--- src/rtl/rx_iq_decim_pkg.sv ---
// rx_iq_decim_pkg: shared widths, ratio clamp and output packing for the rx I/Q decimator
package rx_iq_decim_pkg;
    localparam int IW       = 12;
    localparam int OW       = 16;
    localparam int MAX_LOG2 = 4;
    localparam int AW       = IW + MAX_LOG2;

    function automatic logic [2:0] k_eff(input logic [2:0] k);
        return (k > 3'(MAX_LOG2)) ? 3'(MAX_LOG2) : k;
    endfunction

    function automatic logic [MAX_LOG2-1:0] last_phase(input logic [2:0] k);
        return MAX_LOG2'((32'd1 << k) - 32'd1);
    endfunction

    function automatic logic [2*OW-1:0] pack_iq(input logic [IW-1:0] q, input logic [IW-1:0] i);
        return {{(OW-IW){q[IW-1]}}, q, {(OW-IW){i[IW-1]}}, i};
    endfunction
endpackage

--- src/rtl/rx_lane_avg.sv ---
// rx_lane_avg: one lane's boxcar accumulator with round-half-up shift by 2^k
module rx_lane_avg
    import rx_iq_decim_pkg::*;
(
    input  logic                 clk,
    input  logic                 rst,
    input  logic                 i_clr,
    input  logic                 i_acc,
    input  logic                 i_first,
    input  logic [2:0]           i_k,
    input  logic [IW-1:0]        i_din,
    output logic [IW-1:0]        o_avg
);
    logic signed [AW-1:0] r_acc;
    logic signed [AW-1:0] w_total;
    logic signed [AW-1:0] w_sum;
    logic signed [AW-1:0] w_shift;
    logic [AW-1:0]        w_rnd;

    always_comb begin
        w_total = (i_first ? '0 : r_acc) + {{MAX_LOG2{i_din[IW-1]}}, i_din};
        w_rnd   = (i_k == 3'd0) ? '0 : AW'(1) << (i_k - 3'd1);
        w_sum   = w_total + w_rnd;
        w_shift = w_sum >>> i_k;
        o_avg   = w_shift[IW-1:0];
    end

    always_ff @(posedge clk or posedge rst) begin
        if (rst)
            r_acc <= '0;
        else if (i_clr)
            r_acc <= '0;
        else if (i_acc)
            r_acc <= w_total;
    end
endmodule

--- src/rtl/rx_iq_decim.sv ---
// rx_iq_decim: decimate-by-2^k boxcar averager packing {sext(Q), sext(I)} for the DDR mover
module rx_iq_decim
    import rx_iq_decim_pkg::*;
(
    input  logic                 clk,
    input  logic                 rst,
    input  logic [IW-1:0]        rx_I,
    input  logic [IW-1:0]        rx_Q,
    input  logic                 rx_ce,
    input  logic                 enable,
    input  logic                 sync,
    input  logic [2:0]           dec_log2,
    output logic [2*OW-1:0]      dout,
    output logic                 dout_en,
    output logic [31:0]          blk_cnt
);
    logic [MAX_LOG2-1:0] r_phase;
    logic [MAX_LOG2-1:0] w_phase;
    logic [2:0]          r_k;
    logic [2:0]          w_k;
    logic [2*OW-1:0]     r_dout;
    logic                r_dout_en;
    logic [31:0]         r_blk_cnt;
    logic                w_acc;
    logic                w_first;
    logic                w_last;
    logic [IW-1:0]       w_avg_i;
    logic [IW-1:0]       w_avg_q;

    // sync restarts the block in the same cycle, so a coincident sample is the new first sample
    always_comb begin
        w_acc   = enable & rx_ce;
        w_phase = sync ? '0 : r_phase;
        w_first = (w_phase == '0);
        w_k     = w_first ? k_eff(dec_log2) : r_k;
        w_last  = w_acc & (w_phase == last_phase(w_k));
    end

    rx_lane_avg u_lane_i (
        .clk    (clk),
        .rst    (rst),
        .i_clr  (~enable),
        .i_acc  (w_acc),
        .i_first(w_first),
        .i_k    (w_k),
        .i_din  (rx_I),
        .o_avg  (w_avg_i)
    );

    rx_lane_avg u_lane_q (
        .clk    (clk),
        .rst    (rst),
        .i_clr  (~enable),
        .i_acc  (w_acc),
        .i_first(w_first),
        .i_k    (w_k),
        .i_din  (rx_Q),
        .o_avg  (w_avg_q)
    );

    always_ff @(posedge clk or posedge rst) begin
        if (rst) begin
            r_phase   <= '0;
            r_k       <= '0;
            r_dout    <= '0;
            r_dout_en <= 1'b0;
            r_blk_cnt <= '0;
        end else if (!enable) begin
            r_phase   <= '0;
            r_dout_en <= 1'b0;
        end else begin
            r_dout_en <= w_last;
            if (w_acc) begin
                r_phase <= w_last ? '0 : w_phase + MAX_LOG2'(1);
                if (w_first)
                    r_k <= w_k;
            end else begin
                r_phase <= w_phase;
            end
            if (w_last) begin
                r_dout    <= pack_iq(w_avg_q, w_avg_i);
                r_blk_cnt <= r_blk_cnt + 32'd1;
            end
        end
    end

    assign dout    = r_dout;
    assign dout_en = r_dout_en;
    assign blk_cnt = r_blk_cnt;
endmodule

--- config.mk ---
export PLATFORM = sky130hd
export DESIGN_NAME = rx_iq_decim
export DESIGN_NICKNAME = d
export VERILOG_FILES = /design/src/rtl/rx_iq_decim_pkg.sv /design/src/rtl/rx_lane_avg.sv /design/src/rtl/rx_iq_decim.sv
export SDC_FILE = /design/constraint.sdc
export NUM_CORES = 1
export LEC_CHECK = 0
export CORE_ASPECT_RATIO = 1.5
export CORE_MARGIN = 1.5
export CORE_UTILIZATION = 50
export CTS_BUF_LIST = sky130_fd_sc_hd__clkbuf_4
export DETAILED_ROUTE_END_ITERATION = 12
export PLACE_DENSITY = 0.72
export SLEW_MARGIN = 20
export SYNTH_ARGS = -nofsm -noshare
export SYNTH_HDL_FRONTEND = slang
export SYNTH_SLANG_ARGS = --single-unit
--- constraint.sdc ---
create_clock -name clk -period 9.5 [get_ports clk]
set_clock_uncertainty 0.2 [all_clocks]
set_input_delay 0.95 -clock clk [delete_from_list [all_inputs] [get_ports clk]]
set_output_delay 0.95 -clock clk [all_outputs]
set_load 0.02 [all_outputs]
**Yosys cells after proc, flatten, opt, wreduce, memory -nomap -nowiden**

Index checks and enable logic that the tools add are counted.

- Bits in registers: 100
- Latch bits: 0
- Memory bits (writable): 0
- Bits in read-only memories: 0
- Logic and storage cells: 42
- Memories: 0

- Add/subtract/negate cells: 8
- $mul: 0
- Divide/modulo/power cells: 0
- Order comparisons: 1
- Equality and inequality tests: 2
- Shifts and indexed selects: 4
- Muxes and demuxes: 14
- Bitwise operators: 2
- Reductions and logical operators: 4

Operators with widths:

| kind | count |
|---|---|
| 16-bit two-way mux | 7 |
| 16-bit adder | 4 |
| 32-bit by 1-bit adder with 32-bit output, second input constant | 1 |
| 16-bit by 3-bit >>> shifter with 12-bit output | 2 |
| 4-bit two-way mux | 4 |
| 1-bit by 3-bit << shifter with 16-bit output, first input constant | 1 |
| 3-bit two-way mux | 2 |
| 4-bit by 1-bit adder with 4-bit output, second input constant | 1 |
| 4-bit equality test | 1 |
| 4-bit logical NOT | 1 |
| 1-bit by 3-bit << shifter with 4-bit output, first input constant | 1 |
| 4-bit by 1-bit subtractor with 4-bit output, second input constant | 1 |
| 3-bit greater-than comparator, second input constant | 1 |
| 3-bit logical NOT | 1 |
| 3-bit AND reduction | 1 |
| 3-bit by 1-bit subtractor with 3-bit output, second input constant | 1 |
| 1-bit bitwise AND | 2 |
| 2-bit by 1-bit != test with 1-bit output, second input constant | 1 |
| 2-bit AND reduction | 1 |
| 1-bit two-way mux | 1 |

**Logic depth before layout (Yosys ltp)**

- Depth after elaboration: 10
- Gate-level depth with buffers: 24
- Mapped depth without buffers: 23

**Cells and area by module**

Synthesis repeated with hierarchy kept, for this count alone.

- Cell total of the unflattened synthesis: 988
- Area, all modules: 9044.9 um2

By module, submodules not included:

| module | times used | cells an instance | area each (um2) | sequential area each (um2) |
|---|---|---|---|---|
| rx_lane_avg (u_lane_q) | 1 | 389 | 3150.5 | 400.4 |
| rx_iq_decim | 1 | 270 | 3118.0 | 1601.5 |
| rx_lane_avg (u_lane_i) | 1 | 329 | 2776.4 | 400.4 |

**Worst setup path after synthesis**

OpenSTA, ideal clock, no wires.

- Path kind: input to register
- Start: input port sync
- End: register r_dout[23], in the netlist dout[23]
- Arrival time: 5.100 ns
- Data required time: 9.205 ns
- Slack: 4.105 ns
- Cell stages on the path: 23
- Path buffers: 1
- Path through: nand2b_1 > ha_1 > nand2_4 > clkbuf_1 > and2_1 > ha_1 > inv_1 > fa_1 > nand2b_1 > a21o_1 > nand2_1 > xor2_1 > ha_1 > o21a_1 > nor2_1 > o21a_1 > or2_2 > nor3_1 > nand3_1 > xor2_1 > a21oi_1 > o22ai_1 > o31ai_1

- Cells in the longest elaborated chain, start to end: 8
- Elaborated cells between the ends (all ways): 16
- Those cells by class: add/sub: 4; eq/ne: 1; shift: 3; mux: 4; bitwise: 1; reduce/logical: 3

RTL lines:

| element | line | RTL |
|---|---|---|
| start: declaration | rx_iq_decim.sv:11 | `input logic sync,` |
| 4-bit two-way mux * | rx_iq_decim.sv:33 | `w_phase = sync ? '0 : r_phase;` |
| branches (longest 7 deep; another with 16-bit adder) | -- |  |
| end signal: assignment | rx_iq_decim.sv:81 | `r_dout <= pack_iq(w_avg_q, w_avg_i);` |
| end: declaration | rx_iq_decim.sv:21 | `logic [2*OW-1:0] r_dout;` |

Mark *: on every way between the ends.
A chain may end at the register's enable or synchronous reset.

**Worst setup path after layout**

- Start: input port sync
- End: register r_dout[15], in the netlist dout[15]

Same word-level chain as after synthesis.

==> flow_summary.html <==
<table>
<tr><th>Metric</th><th>Value</th></tr>
<tr><th colspan="2">Status</th></tr>
<tr><td>Outcome</td><td>finished clean</td></tr>
<tr><th colspan="2">Logic synthesis</th></tr>
<tr><td>Synthesized flop and latch total</td><td>96</td></tr>
<tr><td>Synth warnings</td><td>0</td></tr>
<tr><td>Post-synthesis adder-cell area fraction</td><td>8.52%</td></tr>
<tr><td>Gate count after technology mapping</td><td>about 970</td></tr>
<tr><td>Fraction of synthesized area in multiplexers</td><td>approximately 7.7%</td></tr>
<tr><td>Area fraction in and, or, nand and nor cells after synthesis</td><td>about 22%</td></tr>
<tr><td>Part of the Yosys area used for sequential elements</td><td>29.0%</td></tr>
<tr><td>Library cell with the highest instance count after synthesis</td><td>sky130_fd_sc_hd__dfrtp_1</td></tr>
<tr><td>Largest family of logic cells by synthesized area</td><td>simple AND/OR/NAND/NOR gates</td></tr>
<tr><td>Synthesized cell area</td><td>8280 sq um</td></tr>
<tr><td>Most instantiated flip-flop cell in the synthesis netlist</td><td>sky130_fd_sc_hd__dfrtp_1</td></tr>
<tr><td>Share of the synthesized area in the top cell type</td><td>roughly 29%</td></tr>
<tr><td>Synth Area in Compound Gates</td><td>20.6%</td></tr>
<tr><td>Average footprint of a synthesized cell</td><td>around 8.6 sq um</td></tr>
<tr><td>Cell types with the largest area share after synthesis</td><td>sky130_fd_sc_hd__dfrtp_1 29%, sky130_fd_sc_hd__ha_1 7.6%, sky130_fd_sc_hd__mux2i_1 6.2%</td></tr>
<tr><td>Post-synthesis cell type with the largest combined area</td><td>sky130_fd_sc_hd__dfrtp_1</td></tr>
<tr><td>Ranking of synthesized cells by instance count</td><td>96 x sky130_fd_sc_hd__dfrtp_1, 83 x sky130_fd_sc_hd__nand2_1, 68 x sky130_fd_sc_hd__nor2_1, 53 x sky130_fd_sc_hd__xnor2_1, 51 x sky130_fd_sc_hd__mux2i_1</td></tr>
<tr><td>Post-synthesis share of cell area spent on xor and xnor gates</td><td>under 10%</td></tr>
<tr><td>Distinct cell type count of the synthesized netlist</td><td>between 70 and 80</td></tr>
<tr><td>Share of async-settable or async-resettable flops after synthesis</td><td>between 90% and 100%</td></tr>
<tr><td>EDFF count, synth</td><td>0</td></tr>
<tr><th colspan="2">Setup path</th></tr>
<tr><td>Type of element capturing the critical path</td><td>flop</td></tr>
<tr><td>Category of the worst setup path launch point</td><td>input port</td></tr>
<tr><td>WP data arrival</td><td>around 6300 ps</td></tr>
<tr><td>Critical Path RT</td><td>slightly below 10,000 ps</td></tr>
<tr><td>Minimum setup slack among reg-to-reg paths</td><td>approximately 4000 ps</td></tr>
<tr><td>Max Fanout on Critical Path</td><td>38</td></tr>
<tr><td>Class of the most critical setup path</td><td>input port to flop</td></tr>
<tr><th colspan="2">Clock tree</th></tr>
<tr><td>Postcts setup bufs</td><td>0</td></tr>
<tr><td>Clk Latency, worst-skew pair</td><td>around 480 ps</td></tr>
<tr><td>CTS Hold Buffers Added</td><td>0</td></tr>
<tr><td>Clock-pin slew on the worst setup and hold paths</td><td>190 ps</td></tr>
<tr><td>Maximum buffer depth of the clock tree</td><td>2</td></tr>
<tr><td>Post-CTS resize count</td><td>0</td></tr>
<tr><td>Clock sink count</td><td>96</td></tr>
<tr><td>Number of clock buffers inserted by TritonCTS</td><td>9</td></tr>
<tr><td>Clock Root Buffer</td><td>sky130_fd_sc_hd__clkbuf_4</td></tr>
<tr><td>Htree depth</td><td>3</td></tr>
<tr><td>CTS tree</td><td>built</td></tr>
<tr><th colspan="2">Global route</th></tr>
<tr><td>Global route overflow</td><td>0</td></tr>
<tr><td>Largest net degree at the start of global routing</td><td>70</td></tr>
<tr><td>Via count of the first global-routing pass</td><td>~7,100</td></tr>
<tr><td>Initial antenna violation count</td><td>1</td></tr>
<tr><td>Gr usage total</td><td>24.0%</td></tr>
<tr><td>Global-route wire length before repair</td><td>33,700 um</td></tr>
<tr><th colspan="2">Cells and area</th></tr>
<tr><td>Share of layout cells above drive strength 1</td><td>between 5 and 6%</td></tr>
<tr><td>Final core utilization</td><td>around 60%</td></tr>
<tr><td>Net count reported at finish</td><td>about 1,100</td></tr>
<tr><td>P&amp;R area growth vs syn</td><td>14.3%</td></tr>
<tr><th colspan="2">STA</th></tr>
<tr><td>Setup Viol. Count Final</td><td>0</td></tr>
<tr><td>Transition time at the pin with the least slew margin</td><td>around 850 ps</td></tr>
<tr><td>Post-route minimum period</td><td>between 6000 and 7000 ps</td></tr>
<tr><td>Post-route setup TNS</td><td>0 ps</td></tr>
<tr><td>Post-route worst hold slack</td><td>287 ps</td></tr>
<tr><td>Relative max-transition margin</td><td>between 40% and 50%</td></tr>
<tr><td>Count of final max-slew check failures</td><td>0</td></tr>
<tr><td>Final worst path period share</td><td>about 65%</td></tr>
<tr><td>Hold Fails Final Rpt</td><td>0</td></tr>
<tr><td>Highest attainable clock frequency</td><td>0.163 GHz</td></tr>
<tr><td>Unrepaired setup endpoints after global routing</td><td>false</td></tr>
<tr><th colspan="2">Route</th></tr>
<tr><td>Residual DRC</td><td>0</td></tr>
<tr><td>Via density</td><td>a little under 6</td></tr>
<tr><td>Average wire per cell in the routed design</td><td>about 17 um</td></tr>
<tr><td>Detailed-route via count</td><td>between 7,000 and 8,000</td></tr>
<tr><td>Total wire length after detailed routing</td><td>about 20,000 um</td></tr>
<tr><td>Number of antenna-violating nets in the routed design</td><td>0</td></tr>
<tr><td>Initial DRC count</td><td>about 440</td></tr>
<tr><td>Detailed Routing Iterations Pass 1</td><td>5</td></tr>
<tr><th colspan="2">Min path</th></tr>
<tr><td>Class of the tightest hold or removal check</td><td>flop to flop</td></tr>
<tr><th colspan="2">Floorplanning</th></tr>
<tr><td>Placeable core region</td><td>16,200 sq um</td></tr>
<tr><td>Area enclosed by the die boundary</td><td>17,400 sq um</td></tr>
<tr><td>Top Ports</td><td>97</td></tr>
<tr><td>Number of standard-cell rows in the floorplan</td><td>57</td></tr>
<tr><td>Initial Utilization</td><td>between 50% and 60%</td></tr>
<tr><td>Die Span X</td><td>around 110 um</td></tr>
<tr><td>Vertical die dimension</td><td>roughly 160 um</td></tr>
<tr><th colspan="2">Placement</th></tr>
<tr><td>Post-detailed-placement half-perimeter wirelength</td><td>15,700 um</td></tr>
<tr><td>Final Wtd Congestion</td><td>between 0.8 and 0.9</td></tr>
<tr><td># port buffers</td><td>between 90 and 100</td></tr>
<tr><th colspan="2">Power</th></tr>
<tr><td>Leakage power summed over all cells</td><td>0.00419 uW</td></tr>
<tr><td>Maximum VDD drop</td><td>around 80 uV</td></tr>
<tr><td>Areal power density over the cells</td><td>122 nW/um^2</td></tr>
<tr><td>Total design power</td><td>1150 uW</td></tr>
<tr><th colspan="2">Job</th></tr>
<tr><td>Max cap viols</td><td>0</td></tr>
</table>
## metal layers
metal | up-vias | track usage (%) | part of all wire, %
met4 | 0 | 8.37 | 2.0
li1 | 3613 | - | -
met3 | 30 | 3.00 | 3.3
met5 | - | 0 | 0
met1 | 3523 | 27.9 | 42
met2 | 161 | 44.2 | 53
## where the power goes
part           total, uW  switching [uW]  leakage [uW]  internal (uW)
registers            474            27.7       0.00129            446
clock network        224             163     0.0000718           60.6
logic                453             255       0.00283            198
## cells in the final DEF, fill, tap and decap left out, drive strengths merged, types with 9 or more instances in the layout
cell type and count:
mux2 11, clkbuf 9, nand2b 13, nor2b 37, o21a 18, and2 40, clkdlybuf4s50 95, inv 30
a211oi 21, xnor2 53, a21oi 49, nand4 16, xor2 19, nand2 84, mux2i 51, nor3 22
o21ai 45, dfrtp 96, o211ai 17, a21o 23, ha 50, nor2 68, a31oi 11, nand3 33
and3 12
## metrics by stage
| stage | worst slack [ps] | instances | instance area (sq um) |
|---|---|---|---|
| 2_1_floorplan | 4100 | 968 | 8280 |
| 3_3_place_gp | 3090 | 1225 | 9320 |
| 3_5_place_dp | 2970 | 1225 | 9320 |
| 4_1_cts | 3450 | 1241 | 9460 |
| 5_1_grt | 2920 | 1242 | 9460 |
| 6_report | 3370 | 1242 | 9460 |
## kinds of logic after synthesis
| logic type | after synthesis |
|---|---|
| AOI/OAI and AO/OA | 247 |
| xor gates and xnor gates | 72 |
| adders and majority gates | 54 |
| buffers and inverters | 79 |
| DFF | 96 |
| muxes | 62 |
| other | 1 |
| and+or+nand+nor | 356 |
## sequential cells by signal (all words and copies together), names as in the netlist
register / count
blk_cnt: 32
dout: 24
u_lane_i.r_acc: 16
u_lane_q.r_acc: 16
r_phase: 4
r_k: 3
dout_en: 1
## critical path, stage by stage
cell	delay [ps]
sky130_fd_sc_hd__clkdlybuf4s50_1	560
sky130_fd_sc_hd__nand2b_1	240
sky130_fd_sc_hd__ha_1	270
sky130_fd_sc_hd__nand2_4	260
sky130_fd_sc_hd__mux2_2	790
sky130_fd_sc_hd__nand3_1	200
sky130_fd_sc_hd__inv_1	130
sky130_fd_sc_hd__ha_1	210
sky130_fd_sc_hd__inv_1	70
sky130_fd_sc_hd__fa_1	400
sky130_fd_sc_hd__nor2b_1	110
sky130_fd_sc_hd__o21ai_0	90
sky130_fd_sc_hd__a21boi_0	340
sky130_fd_sc_hd__o31a_1	270
sky130_fd_sc_hd__nand3_1	140
sky130_fd_sc_hd__nor4_1	460
sky130_fd_sc_hd__mux2i_1	130
sky130_fd_sc_hd__o211a_1	270
sky130_fd_sc_hd__mux2_2	270
sky130_fd_sc_hd__a21oi_1	140
## cell type report
cell class / instances / area, sq um
fill: 1476 / 6730
multi-input combinational: 793 / 5550
sequential: 96 / 2400
timing repair buffer: 103 / 1010
tap: 206 / 258
inverter: 27 / 104
clock inverter: 7 / 70.1
clock buffer: 9 / 67.6
antenna: 1 / 2.50
## path summary, 6_finish.rpt
| kind | from | endpoint | cells after the start |
|---|---|---|---|
| min reg2reg | blk_cnt[31]$_DFFE_PP0P_ | blk_cnt[31]$_DFFE_PP0P_ | 1 |
| max | sync | dout[15]$_DFFE_PP0P_ | 20 |
| min in group asynchronous | rst | u_lane_q.r_acc[7]$_DFFE_PP0P_ | 2 |
| min | blk_cnt[31]$_DFFE_PP0P_ | blk_cnt[31]$_DFFE_PP0P_ | 1 |
| max in group asynchronous | rst | blk_cnt[22]$_DFFE_PP0P_ | 3 |
| max reg2reg | r_phase[0]$_DFF_PP0_ | dout[15]$_DFFE_PP0P_ | 19 |
No activity file was read; power rests on OpenSTA's default activity.
